<file path="src/rtl/cpu_pkg.sv">
// Shared definitions for the Mini-CPU sequencer: opcodes, FSM states and instruction layout.
package cpu_pkg;

    localparam int unsigned DATA_W_DEF = 16;
    localparam int unsigned ADDR_W_DEF = 4;
    localparam int unsigned OPC_W      = 3;
    localparam int unsigned IMM_W      = 8;

    // Register fields sit in ADDR_W-wide slots above bit 0; the opcode sits above slot 2.
    localparam int unsigned SRC2_SLOT = 0;
    localparam int unsigned SRC1_SLOT = 1;
    localparam int unsigned DST_SLOT  = 2;
    localparam int unsigned OPC_SLOT  = 3;

    localparam logic [OPC_W-1:0] OP_LOAD = 3'b000;
    localparam logic [OPC_W-1:0] OP_ADD  = 3'b001;
    localparam logic [OPC_W-1:0] OP_SUB  = 3'b010;
    localparam logic [OPC_W-1:0] OP_AND  = 3'b011;
    localparam logic [OPC_W-1:0] OP_OR   = 3'b100;
    localparam logic [OPC_W-1:0] OP_XOR  = 3'b101;
    localparam logic [OPC_W-1:0] OP_SLT  = 3'b110;
    localparam logic [OPC_W-1:0] OP_DISP = 3'b111;

    typedef enum logic [2:0] {
        S_IDLE,
        S_RD_A,
        S_RD_B,
        S_EXEC,
        S_WB,
        S_DONE
    } state_t;

endpackage

</file>
<file path="src/rtl/cpu_alu.sv">
// Combinational ALU for the sequencer; V is only meaningful for ADD/SUB.
module cpu_alu
    import cpu_pkg::*;
#(
    parameter int unsigned DATA_W = DATA_W_DEF
) (
    input  logic [OPC_W-1:0]  opcode,
    input  logic [DATA_W-1:0] a,
    input  logic [DATA_W-1:0] b,
    input  logic [IMM_W-1:0]  imm8,
    output logic [DATA_W-1:0] y,
    output logic              z,
    output logic              n,
    output logic              v
);

    localparam int unsigned MSB = DATA_W - 1;

    logic [DATA_W-1:0] w_sum;
    logic [DATA_W-1:0] w_diff;

    assign w_sum  = a + b;
    assign w_diff = a - b;

    always_comb begin
        y = '0;
        v = 1'b0;
        case (opcode)
            OP_LOAD: y = {{(DATA_W-IMM_W){imm8[IMM_W-1]}}, imm8};
            OP_ADD: begin
                y = w_sum;
                v = (a[MSB] == b[MSB]) && (w_sum[MSB] != a[MSB]);
            end
            OP_SUB: begin
                y = w_diff;
                v = (a[MSB] != b[MSB]) && (w_diff[MSB] != a[MSB]);
            end
            OP_AND:  y = a & b;
            OP_OR:   y = a | b;
            OP_XOR:  y = a ^ b;
            OP_SLT:  y = ($signed(a) < $signed(b)) ? {{(DATA_W-1){1'b0}}, 1'b1} : '0;
            OP_DISP: y = a;
            default: y = '0;
        endcase
    end

    assign z = (y == '0);
    assign n = y[MSB];

endmodule

</file>
<file path="src/rtl/cpu_control.sv">
// Multi-cycle instruction sequencer driving the 16x16 register bank through a registered-address read port.
module cpu_control
    import cpu_pkg::*;
#(
    parameter  int unsigned DATA_W  = DATA_W_DEF,
    parameter  int unsigned ADDR_W  = ADDR_W_DEF,
    localparam int unsigned INSTR_W = OPC_W + 3 * ADDR_W
) (
    input  logic               clk,
    input  logic               rst_n,
    input  logic [INSTR_W-1:0] instr,
    input  logic               instr_valid,
    output logic               instr_ready,
    output logic [ADDR_W-1:0]  mem_raddr,
    input  logic [DATA_W-1:0]  mem_rdata,
    output logic [ADDR_W-1:0]  mem_waddr,
    output logic [DATA_W-1:0]  mem_wdata,
    output logic               mem_we,
    output logic [DATA_W-1:0]  result,
    output logic               flag_z,
    output logic               flag_n,
    output logic               flag_v,
    output logic               done
);

    state_t r_state;

    logic [OPC_W-1:0]  r_op;
    logic [ADDR_W-1:0] r_dst;
    logic [ADDR_W-1:0] r_src1;
    logic [ADDR_W-1:0] r_src2;
    logic [IMM_W-1:0]  r_imm8;
    logic [DATA_W-1:0] r_opa;

    logic              r_ready;
    logic [ADDR_W-1:0] r_raddr;
    logic [ADDR_W-1:0] r_waddr;
    logic [DATA_W-1:0] r_wdata;
    logic              r_we;
    logic [DATA_W-1:0] r_result;
    logic              r_z;
    logic              r_n;
    logic              r_v;
    logic              r_done;

    logic [OPC_W-1:0]  w_opc_in;
    logic [ADDR_W-1:0] w_dst_in;
    logic [ADDR_W-1:0] w_src1_in;
    logic [ADDR_W-1:0] w_src2_in;
    logic [IMM_W-1:0]  w_imm8_in;

    logic [DATA_W-1:0] w_y;
    logic              w_z;
    logic              w_n;
    logic              w_v;

    assign w_opc_in  = instr[OPC_SLOT*ADDR_W  +: OPC_W];
    assign w_dst_in  = instr[DST_SLOT*ADDR_W  +: ADDR_W];
    assign w_src1_in = instr[SRC1_SLOT*ADDR_W +: ADDR_W];
    assign w_src2_in = instr[SRC2_SLOT*ADDR_W +: ADDR_W];
    assign w_imm8_in = instr[IMM_W-1:0];

    // Operand B comes straight from the bank: during EXEC it holds ram[src2].
    cpu_alu #(
        .DATA_W (DATA_W)
    ) u_alu (
        .opcode (r_op),
        .a      (r_opa),
        .b      (mem_rdata),
        .imm8   (r_imm8),
        .y      (w_y),
        .z      (w_z),
        .n      (w_n),
        .v      (w_v)
    );

    // The read address is registered one state ahead because the bank registers it again internally.
    always_ff @(posedge clk or negedge rst_n) begin
        if (!rst_n) begin
            r_state  <= S_IDLE;
            r_op     <= OP_LOAD;
            r_dst    <= '0;
            r_src1   <= '0;
            r_src2   <= '0;
            r_imm8   <= '0;
            r_opa    <= '0;
            r_ready  <= 1'b1;
            r_raddr  <= '0;
            r_waddr  <= '0;
            r_wdata  <= '0;
            r_we     <= 1'b0;
            r_result <= '0;
            r_z      <= 1'b0;
            r_n      <= 1'b0;
            r_v      <= 1'b0;
            r_done   <= 1'b0;
        end else begin
            case (r_state)
                S_IDLE: begin
                    if (instr_valid) begin
                        r_op    <= w_opc_in;
                        r_dst   <= w_dst_in;
                        r_src1  <= w_src1_in;
                        r_src2  <= w_src2_in;
                        r_imm8  <= w_imm8_in;
                        r_raddr <= w_src1_in;
                        r_ready <= 1'b0;
                        r_state <= (w_opc_in == OP_LOAD) ? S_EXEC : S_RD_A;
                    end
                end
                S_RD_A: begin
                    r_raddr <= r_src2;
                    r_state <= S_RD_B;
                end
                S_RD_B: begin
                    r_opa   <= mem_rdata;
                    r_raddr <= r_src1;
                    r_state <= S_EXEC;
                end
                S_EXEC: begin
                    r_result <= w_y;
                    r_z      <= w_z;
                    r_n      <= w_n;
                    r_v      <= w_v;
                    if (r_op == OP_DISP) begin
                        r_done  <= 1'b1;
                        r_state <= S_DONE;
                    end else begin
                        r_we    <= 1'b1;
                        r_waddr <= r_dst;
                        r_wdata <= w_y;
                        r_state <= S_WB;
                    end
                end
                S_WB: begin
                    r_we    <= 1'b0;
                    r_done  <= 1'b1;
                    r_state <= S_DONE;
                end
                S_DONE: begin
                    r_done  <= 1'b0;
                    r_ready <= 1'b1;
                    r_state <= S_IDLE;
                end
                default: begin
                    r_we    <= 1'b0;
                    r_done  <= 1'b0;
                    r_ready <= 1'b1;
                    r_state <= S_IDLE;
                end
            endcase
        end
    end

    assign instr_ready = r_ready;
    assign mem_raddr   = r_raddr;
    assign mem_waddr   = r_waddr;
    assign mem_wdata   = r_wdata;
    assign mem_we      = r_we;
    assign result      = r_result;
    assign flag_z      = r_z;
    assign flag_n      = r_n;
    assign flag_v      = r_v;
    assign done        = r_done;

endmodule
</file>
<file path="config.mk">
export PLATFORM = sky130hd
export DESIGN_NAME = cpu_control
export DESIGN_NICKNAME = d
export VERILOG_FILES = /design/src/rtl/cpu_pkg.sv /design/src/rtl/cpu_alu.sv /design/src/rtl/cpu_control.sv
export SDC_FILE = /design/constraint.sdc
export NUM_CORES = 1
export LEC_CHECK = 0
export ABC_AREA = 0
export CORE_MARGIN = 8
export CORE_UTILIZATION = 56
export CTS_CLUSTER_DIAMETER = 60
export DETAILED_ROUTE_END_ITERATION = 6
export PLACE_DENSITY = 0.9
export SKIP_LAST_GASP = 1
export SYNTH_ARGS = -nofsm -noshare
export SYNTH_HDL_FRONTEND = slang
export SYNTH_SLANG_ARGS = --single-unit
</file>
<file path="constraint.sdc">
create_clock -name clk -period 3.7 [get_ports clk]
set_clock_uncertainty 0.15 [all_clocks]
set_input_delay 0.37 -clock clk [delete_from_list [all_inputs] [get_ports clk]]
set_output_delay 0.37 -clock clk [all_outputs]
set_load 0.005 [all_outputs]
</file>
* Word-level counts from Yosys, hierarchy flattened
Cells that the tools add are included.
Operators by class: $add $sub $neg 2, $lt $le $gt $ge 1, equal/unequal tests 19, muxes and demuxes 15, bitwise logic cells 7, reductions and logical operators 16
Operator list (count):
- $pmux W16 S8 | 1
- $eq A3 B3 Y1 const B | 6
- $add A16 B16 Y16 | 1
- $and A16 B16 Y16 | 1
- $logic_not A16 Y1 | 1
- $lt A16 B16 Y1 | 1
- $or A16 B16 Y16 | 1
- $sub A16 B16 Y16 | 1
- $xor A16 B16 Y16 | 1
- $pmux W3 S5 | 1
- $eq A3 B2 Y1 const B | 4
- $pmux W4 S3 | 1
- $reduce_and A2 Y1 | 6
- $logic_not A3 Y1 | 3
- $reduce_or A4 Y1 | 2
- $eq A3 B1 Y1 const B | 2
- $ne A2 B2 Y1 const B | 3
- $pmux W1 S2 | 3
- $mux W1 | 5
- $mux W4 | 1
- $not A1 Y1 | 4
- $mux W3 | 1
- $ne A1 B1 Y1 | 3
- $pmux W1 S3 | 1
- 5 further kinds | 6
Storage, ports and cells: register bits 88, output and inout port bits 46, logic and storage cells 77

* Longest topological paths before layout
Gate-level depths: netlist (run 1).
depth in word-level cells 4, depth in mapped cells 13, depth with buffers taken out 13

* By module
Synthesis (run 1) repeated with hierarchy kept, for this count alone.
Unflattened totals: cells, all modules 660, area, all modules 6237.2 um2
By module, submodules not included:
- cpu_control | instances 1, cells each 210, area an instance 3249.4 um2, seq. area each 2003.2 um2
- cpu_alu | instances 1, cells each 450, area an instance 2987.9 um2, seq. area each 0.0 um2

* Worst setup path after synthesis (run 1)
No wires, ideal clock.
path type register to register, from register r_opa[0], to register r_z, in the netlist flag_z, library setup time 0.104 ns, arrival 2.817 ns, data required time 3.446 ns, slack 0.630 ns, stages on the path, launching flop included 13, buffers on the path 0, period minus slack after synthesis 3.070 ns, cell sequence dfrtp_1 inv_1 ha_1 inv_1 fa_1 nor2b_1 o21ai_1 a211oi_1 o41ai_2 o31ai_1 a221o_1 a21o_1 o41ai_2
On the way: longest elaborated chain between the ends 4, elaborated cells between the ends (all ways) 9, classes of those cells add/sub: 2; order compare: 1; mux: 2; bitwise: 3; reduce/logical: 1
Ends and longest elaborated chain:
- from (decl) | line cpu_control.sv:33 | logic [DATA_W-1:0] r_opa;
- from (signal assigned) | line cpu_control.sv:116 | r_opa <= mem_rdata;
- $lt A16 B16 Y1 | line cpu_alu.sv:41 | OP_SLT: y = ($signed(a) < $signed(b)) ? {{(DATA_W-1){1'b0}}, 1'b1} : '0;
- $mux W1 | line cpu_alu.sv:41
- $pmux W16 S8 (*) | line cpu_alu.sv:28 | case (opcode)
- $logic_not A16 Y1 (*) | line cpu_alu.sv:47 | assign z = (y == '0);
- to (signal assigned) | line cpu_control.sv:122 | r_z <= w_z;
- to (decl) | line cpu_control.sv:41 | logic r_z;
Every way passes the cells marked *; elsewhere a longest branch is shown, timed or not. A chain may end at the register's enable or synchronous reset.

* Final worst setup path (run 1)
from register r_opa[1], to register r_z, in the netlist flag_z
Same word-level chain as after synthesis.

==> flow_summary.toml, run 1 <==
[placement]
dp_hpwl_um = 14600
place.gp.congestion = 1.00
port_buffers = 79
postPlaceCellArea_mm2 = 0.00730

[detailed_routing]
totalWireLength_um = 19400
wl_per_cell_um = 20.4
firstDrtPassIters = 5
ant_nets = 0
post-route-drc-count = 0
drt-initial-drc-count = 561
vias_per_cell = 6.32
num_vias = 6026

[clock_tree]
cts_sinks = 79
cts_inserted_buffers = 9
clk_path_buf_depth = 2
cts_tree = "built"
ctsHoldBuffers = 0
htree_levels = 3
clockRootBuffer = "clkbuf_8"
clk_pin_slew_ps = 100
insertion_delay_ps = 380

[yosys]
synth-edff-count = 0
yosys_warnings = 0
async_reset_ff_share_pct = 100
ys.flop_type = "dfrtp_1"
netlist_instances = 696
avgSynthCellArea_um2 = 8.64
ys_types = 80
ys_ff_latch = 79
synth.cell_area_mm2 = 0.00601
synth.net_count = 786
yosysSeqAreaShare_pct = 32.9

[global_route]
grt_pass1_vias = 6093
grt_max_degree = 80
antenna_found_initial = 0
track_usage_pct = 27.3
grt_pass1_wl_um = 31600
gr-total-overflow = 0

[layout]
multi_input_area_mm2 = 0.00366
drive_gt1_share_pct = 16.6
final_area_mm2 = 0.00756
num-fill-cells = 816
area_delta_synth_final_pct = 25.7
fin_nets = 899
seqCellArea_mm2 = 0.00198
finalCoreUtilization_pct = 71.0
antennaDiodeCount = 0

[setup_path]
endpoint_kind = "register"
setup.worst_path.start_class = "register"
path_max_fanout = 6
rr_worst_depth = 11
crit_required_ps = 3840
critical_path_class = "register to register"
cp_data_arrival_time_ps = 3610

[die]
ioPinCount = 80
start_util_pct = 56.4
dieArea_mm2 = 0.0143
chipHeight_um = 120
core_area_mm2 = 0.0107
num_rows = 38
die_x_um = 120

[power]
power_mw = 7.44
peakVddDrop_uv = 609
power.density_mw_per_mm2 = 985
power_leakage_nw = 3.41

[sta]
holdWs_ps = -24.1
slew_violations = 0
fin_crit_ps = 3470
setup_tns_ps = 0
setup_viol = 0
tightestPinTransition_ps = 1010
post-route-period-util_pct = 93.8
hold_violations = 10
fmax_mhz = 288
relSlewSlack_pct = 32.5

[status]
run_status = "finished, violations left"
violations = "hold timing"

[flow_run]
drv_cap = 0

[hold_path]
hold_path.class = "input pin to asynchronous set/reset pin"
-- layout make-up --
cell class | instances | area share [%]
Sequential cell | 79 | 26.2
Tap cell | 140 | 2.32
Timing Repair Buffer | 148 | 17.3
Clock buffer | 10 | 1.82
Clock inverter | 6 | 1.52
Inverter | 49 | 2.43
Multi-Input combinational cell | 522 | 48.5
-- synthesized netlist by cell type, types with 4 or more instances --
| cell type | instances | area share (%) |
|---|---|---|
| ha_1 | 54 | 11 |
| a211o_1 | 4 | 0.58 |
| a2111oi_0 | 5 | 0.73 |
| nor2b_1 | 8 | 0.83 |
| a22o_1 | 4 | 0.58 |
| nor4_1 | 5 | 0.52 |
| buf_2 | 12 | 1.0 |
| nand2b_1 | 4 | 0.42 |
| dfrtp_1 | 78 | 32 |
| nand4_1 | 7 | 0.73 |
| mux2i_1 | 7 | 1.2 |
| nor2_1 | 30 | 1.9 |
| a21o_1 | 7 | 0.87 |
| a21oi_1 | 32 | 2.7 |
| a221oi_1 | 5 | 0.73 |
| o211ai_1 | 9 | 1.1 |
| a31oi_1 | 6 | 0.62 |
| nand2_1 | 91 | 5.7 |
| a22oi_1 | 6 | 0.75 |
| mux2_2 | 22 | 4.1 |
| nor3_1 | 11 | 0.92 |
| or2_2 | 6 | 0.62 |
| o22ai_1 | 7 | 0.73 |
| a21boi_0 | 6 | 0.75 |
| o31ai_1 | 5 | 0.62 |
| nand3_1 | 8 | 0.67 |
| a211oi_1 | 10 | 1.2 |
| clkbuf_1 | 30 | 1.9 |
| inv_1 | 47 | 2.9 |
| a221o_1 | 5 | 0.83 |
| o21ai_0 | 78 | 6.5 |
-- final timing paths --
path | startpoint | end | slack [ps]
setup reg to reg | r_opa[1] | flag_z | 230
min in group clk | result[10] | result[10] | 330
max in group asynchronous | rst_n | r_src2[2] | 2730
hold reg to reg | result[10] | result[10] | 330
hold / removal | rst_n | r_opa[9] | -20
setup / recovery | r_opa[1] | flag_z | 230
-- metrics by stage --
step	cells	setup slack, ps
after floorplan	696	630
after global routing	954	-7.93
final	954	230
after CTS	954	199
after global placement	938	-149
after detailed placement	938	-179
-- worst max-delay path: stages, from the launching register on --
cell	delay (ps)
dfrtp_1	490
inv_1	100
ha_1	330
nor2_1	240
o311ai_2	180
a2111oi_0	530
nor3_1	180
o21ai_0	310
a21oi_1	170
a2111oi_2	350
nand4_1	150
o41ai_2	210
-- layout by cell type, fill, tap and decap left out, types with 4 or more instances in the layout --
master	instances
clkbuf_8	10
clkdlybuf4s50_1	78
ha_1	54
a221o_1	5
a2111oi_0	4
nor3_1	11
o22ai_1	7
a21boi_0	6
a22oi_1	6
o21ai_0	77
inv_1	47
mux2i_1	7
or2_2	6
nor2_1	30
o211ai_1	9
dfrtp_1	78
nor2b_1	8
a221oi_1	5
a211oi_1	10
a211o_1	4
nor4_1	5
nand2_1	91
mux2_2	22
a21o_1	7
o31ai_1	5
nand2b_1	4
nand3_1	8
a21oi_1	32
nand4_1	7
a22o_1	4
buf_4	70
a31oi_1	6
-- metal layers --
layer	global-route usage, %	part of all wire, %	vias to the layer above
met5	0	0	-
met4	16.3	5.1	0
met3	5.40	7.6	86
met2	44.5	48	313
met1	32.8	40	2876
li1	-	-	2751
-- kinds of logic after synthesis --
logic type               Yosys count  synth area share, %
multiplexers                      30                 5.47
buffers and inverters             95                 6.49
adder cells (fa/ha/maj)           56                 11.9
AO/OA/AOI/OAI                    236                 26.8
XOR/XNOR                           4                0.583
AND/OR/NAND/NOR                  196                 15.8
flip-flops                        79                 32.9
-- registers in the layout (all words and copies together), names as in the netlist, 2 cells and up --
signal / cells
mem_raddr: 4
mem_waddr: 4
mem_wdata: 16
r_dst: 4
r_imm8: 2
r_op: 3
r_opa: 16
r_src1: 3
r_src2: 3
r_state: 3
result: 16
-- where the power goes --
part	switching, mW	internal [mW]	leakage, nW
Sequential	0.453	1.30	0.964
Clock	0.352	0.471	0.124
Combinational	2.64	2.23	2.32
Total	3.45	4.00	3.41
-- what timing repair did --
action                                  in CTS  in global routing
buffers inserted                             0                  0
gates resized for setup                      0                  3
endpoints found under the setup margin       0                  3
Power figures use the tool's default switching activity.
==> inputs of run 2 (changes only) <==
CORE_MARGIN = 2   (was 8)
CORE_UTILIZATION = 46   (was 56)
HOLD_SLACK_MARGIN = 0.06   (was default)
PLACE_DENSITY = 0.78   (was 0.9)
==> run 2 against run 1 <==
Net effect:
- the run now ends clean
- clock power rose by 19%
- worst setup slack got worse by 62 ps
- hold slack gained 49 ps
- critical endpoint unchanged
- first-iteration DRC count down 1.2%
- highest routed layer unchanged
==> flow_summary.toml, run 2 (synthesized netlist as in run 1, its figures left out) <==
[setup_path]
crit_family = "compound AO/OA/AOI/OAI gates"
endpoint_kind = "register"
crit_required_ps = 3800
crit_cells = 13
path_max_fanout = 3
cp_data_arrival_time_ps = 3630
rr_worst_depth = 13
critical_path_buf_inv_count = 3
cpPeakStageDelay_ps = 520
setup.worst_path.start_class = "input pin"
critical_path_class = "input pin to register"
crit_chain = "clkdlybuf4s50_1 > inv_1 > buf_4 > fa_1 > xor2_1 > a21oi_1 > a2111oi_1 > a211oi_1 > nor4bb_1 > o2111ai_1 > a2111oi_2 > nand4_1 > o41ai_2"
slowest_stage = "clkdlybuf4s50_1"

[clock_tree]
clk_path_buf_depth = 2
htree_levels = 3
cts_inserted_buffers = 9
ctsHoldBuffers = 0
clockRootBuffer = "clkbuf_16"
cts_sinks = 79
cts_tree = "built"
postCtsSetupBuffers = 0
clk_pin_slew_ps = 60
postCtsResizedCells = 0
insertion_delay_ps = 350

[global_route]
grt_pass1_vias = 6140
track_usage_pct = 28.2
grt_max_degree = 80
antenna_found_initial = 0
gr-total-overflow = 0
grt_pass1_wl_um = 31600

[placement]
postPlaceCellArea_mm2 = 0.00743
place.gp.congestion = 0.987
dp_hpwl_um = 14600
port_buffers = 79

[detailed_routing]
wl_per_cell_um = 19.6
ant_nets = 0
firstDrtPassIters = 5
drt-initial-drc-count = 554
vias_per_cell = 6.01
totalWireLength_um = 19500
post-route-drc-count = 0
num_vias = 5979

[sta]
hold_violations = 0
fin_crit_ps = 3530
holdWs_ps = 24.5
post-route-period-util_pct = 95.4
relSlewSlack_pct = 32.4
rsz0062_at_grt = "false"
fmax_mhz = 283
slew_violations = 0
setup_tns_ps = 0
setup_viol = 0
tightestPinTransition_ps = 1010

[layout]
finalCoreUtilization_pct = 61.5
antennaDiodeCount = 0
num-fill-cells = 1108
area_delta_synth_final_pct = 29.6
drive_gt1_share_pct = 18.2
final_common_cell = "nand2_1"
seqCellArea_mm2 = 0.00198
fin_nets = 908
multi_input_area_mm2 = 0.00370
final_area_mm2 = 0.00779
final_cell_mix = "nand2_1, dfrtp_1, clkdlybuf4s50_1, buf_4, o21ai_0"

[power]
power_leakage_nw = 3.50
p_int_mw = 4.26
p_seq_share_pct = 22.5
power.density_mw_per_mm2 = 1000
swShare_pct = 45.5
p_clk_share_pct = 12.6
peakVddDrop_uv = 596
p_sw_mw = 3.55
comb_power_share_pct = 64.9

[die]
die_x_um = 118
dieArea_mm2 = 0.0140
ioPinCount = 80
start_util_pct = 47.4
core_area_mm2 = 0.0127
num_rows = 41
chipHeight_um = 118

[status]
run_status = "finished, final reports clean"

[flow_run]
drv_cap = 0

[hold_path]
hold_path.class = "input pin to asynchronous set/reset pin"
[run 2: changes by cell type in the layout (fill, tap and decap cells not counted), sizes merged]
| cell | change |
|---|---|
| clkinv | +2 |
| bufinv | -1 |
| buf | +9 |
| clkinvlp | -1 |
[run 2: cell type report]
cell class / count / share of cell area, %
Inverter: 49 / 2.36
Tap cell: 172 / 2.76
Multi-Input combinational cell: 522 / 47.6
Clock inverter: 6 / 1.17
Sequential cell: 79 / 25.4
Timing Repair Buffer: 157 / 17.8
Clock buffer: 10 / 2.94
[run 2: power by group through the flow]
stage	clock (mW)	combinational [mW]	sequential, mW
floorplan	0	2.86	1.60
global placement	0	4.80	1.72
detailed placement	0	4.91	1.75
CTS	0.989	4.95	1.75
global route	1.03	5.49	1.82
finish	0.981	5.07	1.76
[run 2: final timing paths]
kind                                from       endpoint  slack (ps)
max in group asynchronous          rst_n     r_state[1]        2700
max                         mem_rdata[1]         flag_z         170
min reg2reg                mem_wdata[15]  mem_wdata[15]         330
max reg2reg                     r_opa[0]         flag_z         230
min                                rst_n       r_opa[7]          20
min in group clk           mem_wdata[15]  mem_wdata[15]         330
[run 2: per-layer routing]
layer	track usage [%]	part of all wire, %
met4	13.3	3.4
met1	35.0	42
met3	4.49	5.9
met5	0	0
met2	47.8	49
[run 2: per-stage QoR]
| stage | power, mW | setup slack [ps] | instances |
|---|---|---|---|
| after detailed placement | 6.66 | -285 | 979 |
| after CTS | 7.68 | 68.0 | 995 |
| final | 7.81 | 169 | 995 |
| after global placement | 6.52 | -244 | 979 |
| after global routing | 8.34 | 3.86 | 995 |
| after floorplan | 4.45 | 630 | 696 |
==> inputs of run 3 (changes only) <==
CORE_UTILIZATION = 55   (was 46)
DONT_BUFFER_PORTS = 1   (was default)
PLACE_DENSITY = 0.79   (was 0.78)
==> run 3 against run 2 <==
Net effect:
- highest routed layer unchanged
- largest power group unchanged
- register-to-register slack lost 20 ps
- sequential share of layout area is 3.6 points higher
- final cell count down 13%
==> flow_summary.toml, run 3 (synthesized netlist as in run 1, its figures left out) <==
[global_route]
grt_max_degree = 80
grt_pass1_vias = 5466
gr-total-overflow = 0
grt_pass1_wl_um = 27700
antenna_found_initial = 0
track_usage_pct = 30.6

[clock_tree]
clk_path_buf_depth = 2
clk_pin_slew_ps = 90
cts_sinks = 79
cts_tree = "built"
insertion_delay_ps = 370
cts_inserted_buffers = 9
clockRootBuffer = "clkbuf_8"
htree_levels = 3

[setup_path]
crit-reg2reg-launch = "r_opa[0]"
critPathLaunch = "r_opa[0]"
reg2reg_to = "flag_z"
crit_end = "flag_z"
crit_family = "compound AO/OA/AOI/OAI gates"
rrSetupSlack_ps = 210
cpPeakStageDelay_ps = 450
critical_path_class = "register to register"
critical_path_buf_inv_count = 0
crit_cells = 11
cp_data_arrival_time_ps = 3610
endpoint_kind = "register"
path_max_fanout = 4
setup.worst_path.start_class = "register"
crit_required_ps = 3830
crit_chain = "ha_1 > fa_1 > a211o_1 > a211oi_1 > o311ai_1 > a21boi_0 > nor3_2 > nand3_1 > a2111oi_4 > nand4_1 > o41ai_2"
rr_worst_depth = 11
slowest_stage = "fa_1"

[sta]
tightestPinTransition_ps = 1150
post-route-period-util_pct = 94.2
hold_violations = 0
setup_tns_ps = 0
relSlewSlack_pct = 22.8
setup_viol = 0
slew_violations = 0
fmax_mhz = 287
fin_crit_ps = 3490

[die]
chipHeight_um = 109
core_area_mm2 = 0.0107
ioPinCount = 80
dieArea_mm2 = 0.0118
die_x_um = 109
start_util_pct = 56.0
num_rows = 38

[layout]
antennaDiodeCount = 0
area_delta_synth_final_pct = 13.6
drive_gt1_share_pct = 13.8
fin_nets = 812
final_cell_mix = "nand2_1, o21ai_0, dfrtp_1"
final_common_cell = "nand2_1"

[power]
p_clk_share_pct = 10.5
p_seq_share_pct = 28.2
power_leakage_nw = 3.05
p_sw_mw = 3.30
power.density_mw_per_mm2 = 959
p_int_mw = 3.26
swShare_pct = 50.3
comb_power_share_pct = 61.3
power_mw = 6.55
peakVddDrop_uv = 580

[placement]
port_buffers = 0
dp_hpwl_um = 12900
place.gp.congestion = 0.967

[detailed_routing]
post-route-drc-count = 0
ant_nets = 0
vias_per_cell = 6.39
firstDrtPassIters = 5
drt-initial-drc-count = 424
num_vias = 5541
wl_per_cell_um = 20.9
totalWireLength_um = 18100

[flow_run]
drv_cap = 0

[status]
run_status = "finished, final reports clean"

[hold_path]
hold_path_startpoint = "instr_valid"
hold_path.class = "input pin to register"
run 3: worst min-delay path by stage:
stage,to,slack (ps),cells after the start
finish,r_state[0],90,2
detailed placement,r_opa[9],-70,0
floorplan,done,-80,0
global route,r_state[0],80,2
CTS,r_state[0],80,2
global placement,r_opa[9],-70,0
run 3: layout make-up:
| class | count | area, µm² |
|---|---|---|
| multi-input cells | 522 | 3730 |
| clock inverters | 5 | 65.1 |
| fillers | 905 | 3920 |
| inverters | 49 | 184 |
| repair buffers | 61 | 561 |
| flip-flops and latches | 79 | 1980 |
| clock buffers | 11 | 141 |
| well taps | 140 | 175 |
run 3: through the flow:
| step | instances | setup slack, ps | hold slack [ps] | util [%] | area (µm²) |
|---|---|---|---|---|---|
| detailed placement | 816 | 137 | -72.9 | 57.7 | 6190 |
| global placement | 816 | 202 | -73.0 | 57.7 | 6190 |
| floorplan | 696 | 630 | -75.6 | - | 6010 |
| CTS | 866 | 126 | 76.9 | 62.9 | 6760 |
| global route | 867 | -21.7 | 77.4 | 63.6 | 6830 |
| finish | 867 | 214 | 87.8 | 63.6 | 6830 |
run 3: repair_timing:
item / CTS / global route
setup buffers: 0 / 1
hold endpoints to repair: 112 / 0
gates resized for setup: 0 / 12
hold buffers: 34 / 0
setup endpoints to repair: 0 / 5
run 3: power by group through the flow:
stage,Sequential [mW],Combinational (mW),Clock [mW]
floorplan,1.60,2.86,0
global placement,1.82,3.72,0
detailed placement,1.85,3.77,0
CTS,1.83,3.85,0.700
global route,1.90,4.39,0.722
finish,1.85,4.02,0.687
run 3: metal layers:
| metal | vias up | GRT usage, % | part of all wire, % |
|---|---|---|---|
| li1 | 2576 | - | - |
| met1 | 2679 | 38.2 | 42 |
| met2 | 235 | 51.0 | 48 |
| met3 | 51 | 6.27 | 6.4 |
| met4 | 0 | 13.7 | 3.4 |
| met5 | - | 0 | 0 |
